$ cat src/rtl/mod_serial_reducer.sv
// Serial residue reducer: folds an IN_W-bit operand into (operand mod MOD),
// CHUNK_W bits per cycle, MSB chunk first, via a Horner recurrence.
module mod_serial_reducer #(
  parameter int MOD     = 241,
  parameter int IN_W    = 300,
  parameter int CHUNK_W = 6,
  parameter int RES_W   = 8
) (
  input  logic             clk,
  input  logic             rst,
  input  logic             in_valid,
  output logic             in_ready,
  input  logic [IN_W-1:0]  in_data,
  output logic             out_valid,
  input  logic             out_ready,
  output logic [RES_W-1:0] out_res,
  output logic             busy
);

  localparam int NCHUNK = (IN_W + CHUNK_W - 1) / CHUNK_W;
  localparam int PAD_W  = NCHUNK * CHUNK_W;
  localparam int CNT_W  = (NCHUNK > 1) ? $clog2(NCHUNK) : 1;
  localparam int SUM_W  = RES_W + CHUNK_W;
  localparam logic [CNT_W-1:0] CNT_LAST = CNT_W'(NCHUNK - 1);

  if (MOD < 2 || MOD >= (1 << RES_W)) begin : g_bad_mod
    $error("mod_serial_reducer: MOD must satisfy 2 <= MOD < 2**RES_W");
  end
  if (CHUNK_W < 1 || CHUNK_W > IN_W) begin : g_bad_chunk
    $error("mod_serial_reducer: CHUNK_W must satisfy 1 <= CHUNK_W <= IN_W");
  end

  typedef enum logic [1:0] {
    IDLE,
    RUN,
    DONE
  } state_t;

  // acc < MOD, so {acc, chunk} < MOD*2^CHUNK_W; subtracting MOD*2^k from the
  // largest k down leaves a value below MOD after the k=0 step.
  function automatic logic [RES_W-1:0] horner_step(input logic [RES_W-1:0]   acc_v,
                                                    input logic [CHUNK_W-1:0] chunk_v);
    logic [SUM_W-1:0] t;
    logic [SUM_W-1:0] m;
    t = {acc_v, chunk_v};
    for (int k = CHUNK_W; k >= 0; k--) begin
      m = SUM_W'(MOD) << k;
      if (t >= m) t = t - m;
    end
    return t[RES_W-1:0];
  endfunction

  state_t             state;
  logic [RES_W-1:0]   acc;
  logic [CNT_W-1:0]   cnt;
  logic [PAD_W-1:0]   shreg;
  logic [CHUNK_W-1:0] chunk;
  logic [RES_W-1:0]   acc_next;
  logic               accept;

  assign in_ready = (state == IDLE) | ((state == DONE) & out_ready);
  assign accept   = in_valid & in_ready;
  assign chunk    = shreg[PAD_W-1 -: CHUNK_W];
  assign acc_next = horner_step(acc, chunk);

  // NOTE: the operand shift register carries no reset; it is always loaded on
  // the accept edge before any chunk of it is consumed.
  always_ff @(posedge clk) begin
    if (accept) begin
      shreg <= PAD_W'(in_data);
    end else if (state == RUN) begin
      shreg <= shreg << CHUNK_W;
    end
  end

  // NOTE: all state is updated with non-blocking assignments so every branch
  // reads the pre-edge values of acc, cnt and state.
  always_ff @(posedge clk) begin
    if (rst) begin
      state     <= IDLE;
      acc       <= '0;
      cnt       <= '0;
      out_valid <= 1'b0;
      out_res   <= '0;
      busy      <= 1'b0;
    end else begin
      case (state)
        IDLE: begin
          if (accept) begin
            state <= RUN;
            acc   <= '0;
            cnt   <= '0;
            busy  <= 1'b1;
          end
        end
        RUN: begin
          acc <= acc_next;
          cnt <= cnt + 1'b1;
          if (cnt == CNT_LAST) begin
            state     <= DONE;
            busy      <= 1'b0;
            out_valid <= 1'b1;
            out_res   <= acc_next;
          end
        end
        DONE: begin
          if (out_ready) begin
            out_valid <= 1'b0;
            // Back-to-back operand skips IDLE entirely.
            if (in_valid) begin
              state <= RUN;
              acc   <= '0;
              cnt   <= '0;
              busy  <= 1'b1;
            end else begin
              state <= IDLE;
            end
          end
        end
        default: state <= IDLE;
      endcase
    end
  end

endmodule

$ cat config.mk
export PLATFORM = sky130hd
export DESIGN_NAME = mod_serial_reducer
export DESIGN_NICKNAME = d
export VERILOG_FILES = /design/src/rtl/mod_serial_reducer.sv
export SDC_FILE = /design/constraint.sdc
export NUM_CORES = 1
export LEC_CHECK = 0
export CAP_MARGIN = 20
export CELL_PAD_IN_SITES_DETAIL_PLACEMENT = 0
export CELL_PAD_IN_SITES_GLOBAL_PLACEMENT = 1
export CORE_ASPECT_RATIO = 1.4
export CORE_UTILIZATION = 32
export CTS_CLUSTER_SIZE = 28
export DETAILED_ROUTE_END_ITERATION = 10
export PLACE_DENSITY_LB_ADDON = 0.12
export SYNTH_ARGS = -nofsm -noshare
export SYNTH_HDL_FRONTEND = slang
export SYNTH_SLANG_ARGS = --single-unit
$ cat constraint.sdc
create_clock -name clk -period 11.9 [get_ports clk]
set_clock_uncertainty 0.2 [all_clocks]
set_input_delay 2.975 -clock clk [delete_from_list [all_inputs] [get_ports clk]]
set_output_delay 2.975 -clock clk [all_outputs]
set_load 0.02 [all_outputs]
### Yosys cells after proc, flatten, opt, wreduce, memory -nomap -nowiden

Index checks and enable logic that the tools add are counted.

* logic and storage cells: 71
* flip-flop bits (word level): 326
* input port bits: 304
* output and inout port bits: 11

* reduce and logical (&&, ||, !) cells: 9
* $add $sub $neg: 8
* mux-type cells: 30
* order comparisons: 7
* bitwise logic cells: 3
* eq/ne operators: 7

Operator list (count)
* 300-bit 2-to-1 mux: 2
* 14-bit 2-to-1 mux: 6
* 8-bit 2-to-1 mux: 4
* 8-bit case mux with 3 select lines: 1
* 6-bit 2-to-1 mux: 3
* 6-bit case mux with 3 select lines: 1
* 14-bit by 10-bit greater-or-equal comparator with 1-bit output, second input constant: 1
* 14-bit by 11-bit greater-or-equal comparator with 1-bit output, second input constant: 1
* 14-bit by 12-bit greater-or-equal comparator with 1-bit output, second input constant: 1
* 14-bit by 13-bit greater-or-equal comparator with 1-bit output, second input constant: 1
* 14-bit greater-or-equal comparator, second input constant: 1
* 14-bit by 8-bit greater-or-equal comparator with 1-bit output, second input constant: 1
* 14-bit by 9-bit greater-or-equal comparator with 1-bit output, second input constant: 1
* 14-bit by 10-bit subtractor with 14-bit output, second input constant: 1
* 14-bit by 11-bit subtractor with 14-bit output, second input constant: 1
* 14-bit by 12-bit subtractor with 14-bit output, second input constant: 1
* 14-bit by 13-bit subtractor with 14-bit output, second input constant: 1
* 14-bit subtractor, second input constant: 1
* 14-bit by 9-bit subtractor with 14-bit output, second input constant: 1
* 8-bit subtractor, second input constant: 1
* 1-bit 2-to-1 mux: 7
* 6-bit by 1-bit adder with 6-bit output, second input constant: 1
* 6-bit equality test, second input constant: 1
* 2-bit 2-to-1 mux: 3
* other kinds (16): 21

### Logic depth before layout (Yosys ltp)

* depth in word-level cells: 15
* depth in mapped cells: 37

### Worst setup path before layout

Ideal clock, no wire load.

* path type: input -> register
* from: in out_ready
* to: reg acc[3]
* stages on the path: 6
* arrival time: 10682 ps
* slack: 892 ps
* data required time: 11575 ps
* library setup time: 125 ps
* cell sequence: nand2b_1 nand2_1 o21ai_0 inv_1 nor2_1 a221o_1

* word-level cells in the longest chain between the ends: 5
* elaborated cells between the ends (all ways): 6
* classes of those cells: eq/ne: 2; bitwise: 3; reduce/logical: 1

Ends and longest elaborated chain
* from (decl): RTL line 15 `input logic out_ready,`
* 1-bit bitwise AND: RTL line 61 `assign in_ready = (state == IDLE) | ((state == DONE) & out_ready);`
* 1-bit OR: RTL line 61
* 1-bit bitwise AND: RTL line 62 `assign accept = in_valid & in_ready;`
* 2-bit inequality test (no source line)
* 4-bit AND reduction (no source line) (*)
* to (signal assigned): RTL line 97 `acc <= acc_next;`
* to (decl): RTL line 54 `logic [RES_W-1:0] acc;`

Every way passes the cells marked *; elsewhere a longest branch is shown, timed or not.
A chain may end at the register's enable or synchronous reset.

### Worst setup path in the final report

* from: reg acc[7]
* to: reg out_res[6]

* word-level cells in the longest chain between the ends: 14
* elaborated cells between the ends (all ways): 21
* classes of those cells: add/sub: 7; order compare: 7; mux: 7

Ends and longest elaborated chain
* 14-bit subtractor or 14-bit greater-or-equal comparator (tied branches): RTL line 48 `if (t >= m) t = t - m;`
* 14-bit 2-to-1 mux (*): RTL line 48
* 14-bit by 13-bit subtractor with 14-bit output or 14-bit by 13-bit greater-or-equal comparator with 1-bit output (tied branches): RTL line 48
* 14-bit 2-to-1 mux (*): RTL line 48
* 14-bit by 12-bit subtractor with 14-bit output or 14-bit by 12-bit greater-or-equal comparator with 1-bit output (tied branches): RTL line 48
* 14-bit 2-to-1 mux (*): RTL line 48
* 14-bit by 11-bit subtractor with 14-bit output or 14-bit by 11-bit greater-or-equal comparator with 1-bit output (tied branches): RTL line 48
* 14-bit 2-to-1 mux (*): RTL line 48
* 14-bit by 10-bit subtractor with 14-bit output or 14-bit by 10-bit greater-or-equal comparator with 1-bit output (tied branches): RTL line 48
* 14-bit 2-to-1 mux (*): RTL line 48
* 14-bit by 9-bit subtractor with 14-bit output or 14-bit by 9-bit greater-or-equal comparator with 1-bit output (tied branches): RTL line 48
* 14-bit 2-to-1 mux (*): RTL line 48
* 14-bit by 8-bit greater-or-equal comparator with 1-bit output or 8-bit subtractor (tied branches): RTL line 48
* 8-bit 2-to-1 mux (*): RTL line 48
* to (signal assigned): RTL line 103 `out_res <= acc_next;`
* to (decl): RTL line 16 `output logic [RES_W-1:0] out_res,`

Marked as above.

==> flow_metrics.env <==
export IMPL_clockBufferDepth=3
export IMPL_switchingPower_mw=1.40
export IMPL_ios=315
export IMPL_cp_slowest_cell="o311ai_0"
export IMPL_ctsHtreeMaxLevel=2
export IMPL_drv_slew=0
export IMPL_fin_util_pct=41.9
export IMPL_cp_required_ns=12.13
export IMPL_root_buffer="clkbuf_16"
export IMPL_finalHoldViolations=0
export IMPL_r2r_start="acc[7]"
export IMPL_die_h_um=271
export IMPL_layout_drive_gt1_share_pct=27.3
export IMPL_yosys_warnings=0
export IMPL_leakage_nw=7.30
export IMPL_tns_ns=0
export IMPL_cts_setup_buffers=0
export IMPL_swShare_pct=35.1
export IMPL_min_period_ns=9.85
export IMPL_power_frac_clock_pct=26.5
export IMPL_synth_main_ff_cell="edfxtp_1"
export IMPL_cp_arrival_ns=10.08
export IMPL_synth_seq_cells=326
export IMPL_grt_pass1_vias=11620
export IMPL_combPwrFrac_pct=35.8
export IMPL_syn_cell_area_um2=16500
export IMPL_vias=10815
export IMPL_report_final_setup_viol=0
export IMPL_dp_hpwl_um=32800
export IMPL_fmax_ghz=0.102
export IMPL_grt_start_max_net_pins=164
export IMPL_max_vdd_ir_drop_uv=152
export IMPL_final_cell_mix="314 x clkdlybuf4s50_1, 300 x edfxtp_1, 299 x mux2_2"
export IMPL_synth_async_reset_ratio_pct=0
export IMPL_cts_tree="done"
export IMPL_die_area_um2=52500
export IMPL_drt_vias_per_instance=5.06
export IMPL_core_um2=51000
export IMPL_startpoint_type="flop"
export IMPL_area_growth_syn_to_layout_pct=29.6
export IMPL_synth_edf_count=300
export IMPL_crit_buf_inv=2
export IMPL_grt_setup_unrepaired="false"
export IMPL_power_share_sequential_pct=37.7
export IMPL_grt_usage_pct=17.1
export IMPL_critPathTopFamily="compound AO/OA/AOI/OAI gates"
export IMPL_synthesis_nets=1473
export IMPL_final_common_cell="clkdlybuf4s50_1"
export IMPL_hp_class="flop to flop"
export IMPL_holdCritStartpoint="busy"
export IMPL_finalWirelength_um=45300
export IMPL_antenna_found_initial=15
export IMPL_maxSlewHeadroom_pct=30.6
export IMPL_crit_start="acc[7]"
export IMPL_cts_hold_buf=0
export IMPL_tightest_slew_ns=1.04
export IMPL_outcome="complete, no violations"
export IMPL_fin_crit_sh_pct=82.7
export IMPL_p_int_mw=2.59
export IMPL_drt_initial_drc_count=606
export IMPL_avgSynthCellArea_um2=14.2
export IMPL_initial_core_util_pct=32.4
export IMPL_clk_pin_slew_ns=0.06
export IMPL_rows=98
export IMPL_crit_fanout=17
export IMPL_numPortBuffers=314
export IMPL_crit_type="flop to flop"
export IMPL_drt_pass1_iterations=4
export IMPL_ys_types=106
export IMPL_die_width_um=194
export IMPL_syn_instance_count=1160
export IMPL_drc_errors=0
export IMPL_slowest_delay_ns=0.74
export IMPL_p_per_area_nw_per_um2=187
export IMPL_yosysSeqAreaShare_pct=57.7
export IMPL_overflow=0
export IMPL_clk_insertion_delay_late_ns=0.54
export IMPL_routedWlPerCell_um=21.2
export IMPL_ant_nets=0
export IMPL_cp_end_kind="flop"
export IMPL_gp_congestion=0.839
export IMPL_grt_pass1_wl_um=68500
export IMPL_maxCapViolations=0
export IMPL_postCtsResizedCells=0
export IMPL_final_net_count=1779
export IMPL_cts_sinks=326
export IMPL_cts_buffers_inserted=37
==> final cells by class <==
type / count / area [µm²]
fill: 4856 / 29600
sequential: 326 / 9530
multi-input combinational: 755 / 6660
timing repair buffer: 321 / 3210
clock buffer: 50 / 1010
tap: 650 / 813
inverter: 25 / 101
clock inverter: 11 / 73.8
antenna: 1 / 2.50
==> final timing paths <==
kind / to / slack [ns] / cells past startpoint
worst min-delay path: busy / 0.30 / 2
worst max-delay path: out_res[6] / 2.05 / 32
worst min register to register: busy / 0.30 / 2
worst max register to register: out_res[6] / 2.05 / 32
==> logic make-up after synthesis <==
| kind of cell | share of synthesized area (%) |
|---|---|
| xor gates and xnor gates | 1.58 |
| buffers and inverters | 1.98 |
| muxes | 20.9 |
| DFF | 57.7 |
| and+or+nand+nor | 7.07 |
| adders and majority gates | 0.682 |
| AOI/OAI and AO/OA | 10.0 |
==> synth_stat cells (all sizes together), types with 4 or more instances <==
cell type	count	area, µm²
a211oi	11	105
a21boi	4	30.0
nand2	46	175
ha	9	113
or2	5	31.3
xnor2	16	159
o211ai	16	153
nand4	9	56.3
inv	25	93.8
clkbuf	28	105
nor4	8	77.6
o22ai	4	38.8
o21ai	31	159
nand3	22	115
o31ai	8	88.8
and3	11	68.8
a221o	6	60.1
nor3b	4	30.0
a21o	5	37.5
a21oi	41	231
mux2i	7	73.8
xor2	7	80.1
nor2	42	158
edfxtp	300	9010
o311ai	4	42.6
a31oi	11	75.1
dfxtp	26	521
mux2	300	3380
a211o	7	61.3
a311oi	4	58.8
buf	26	128
and2	9	56.3
or3	12	90.1
o21a	8	61.3
nor3	24	125
nand2b	6	37.5
==> registers in the layout, summed over array words and instances (netlist names) <==
register	count
out_valid	1
acc	8
cnt	6
state	2
out_res	8
busy	1
shreg	300
==> layer usage <==
layer  routed length, µm  track usage [%]
met1               15900             17.2
met2               25000             32.8
met3                3080             5.53
met4                1200             5.39
met5                 168                0
==> power groups by stage <==
stage	clock (mW)	combinational, mW	sequential, mW
2_1_floorplan	0	1.05	1.50
3_3_place_gp	0	1.44	1.53
3_5_place_dp	0	1.43	1.53
4_1_cts	1.10	1.43	1.51
5_1_grt	1.13	1.56	1.53
6_report	1.06	1.43	1.51
==> worst register-to-register path, delay by kind of cell, from the launching register on <==
family	cells	cell delay (ns)
compound gates	15	4.63
fa+ha+maj	3	0.86
mux	2	0.80
buf+inv	2	0.13
flops	1	0.57
xor+xnor	1	0.37
simple gates	9	2.19
==> stage by stage <==
step	cells	area, µm²	power (mW)	setup slack [ns]	hold slack, ns
after detailed placement	2077	20300	2.96	2.13	0.288
after floorplan	1160	16500	2.55	0.892	0.301
after global routing	2138	21400	4.22	0.943	0.340
after CTS	2138	21400	4.05	2.10	0.301
final	2139	21400	4.00	2.05	0.296
after global placement	2077	20300	2.97	2.35	0.281
Note: power is estimated with default switching activity, not from simulation.
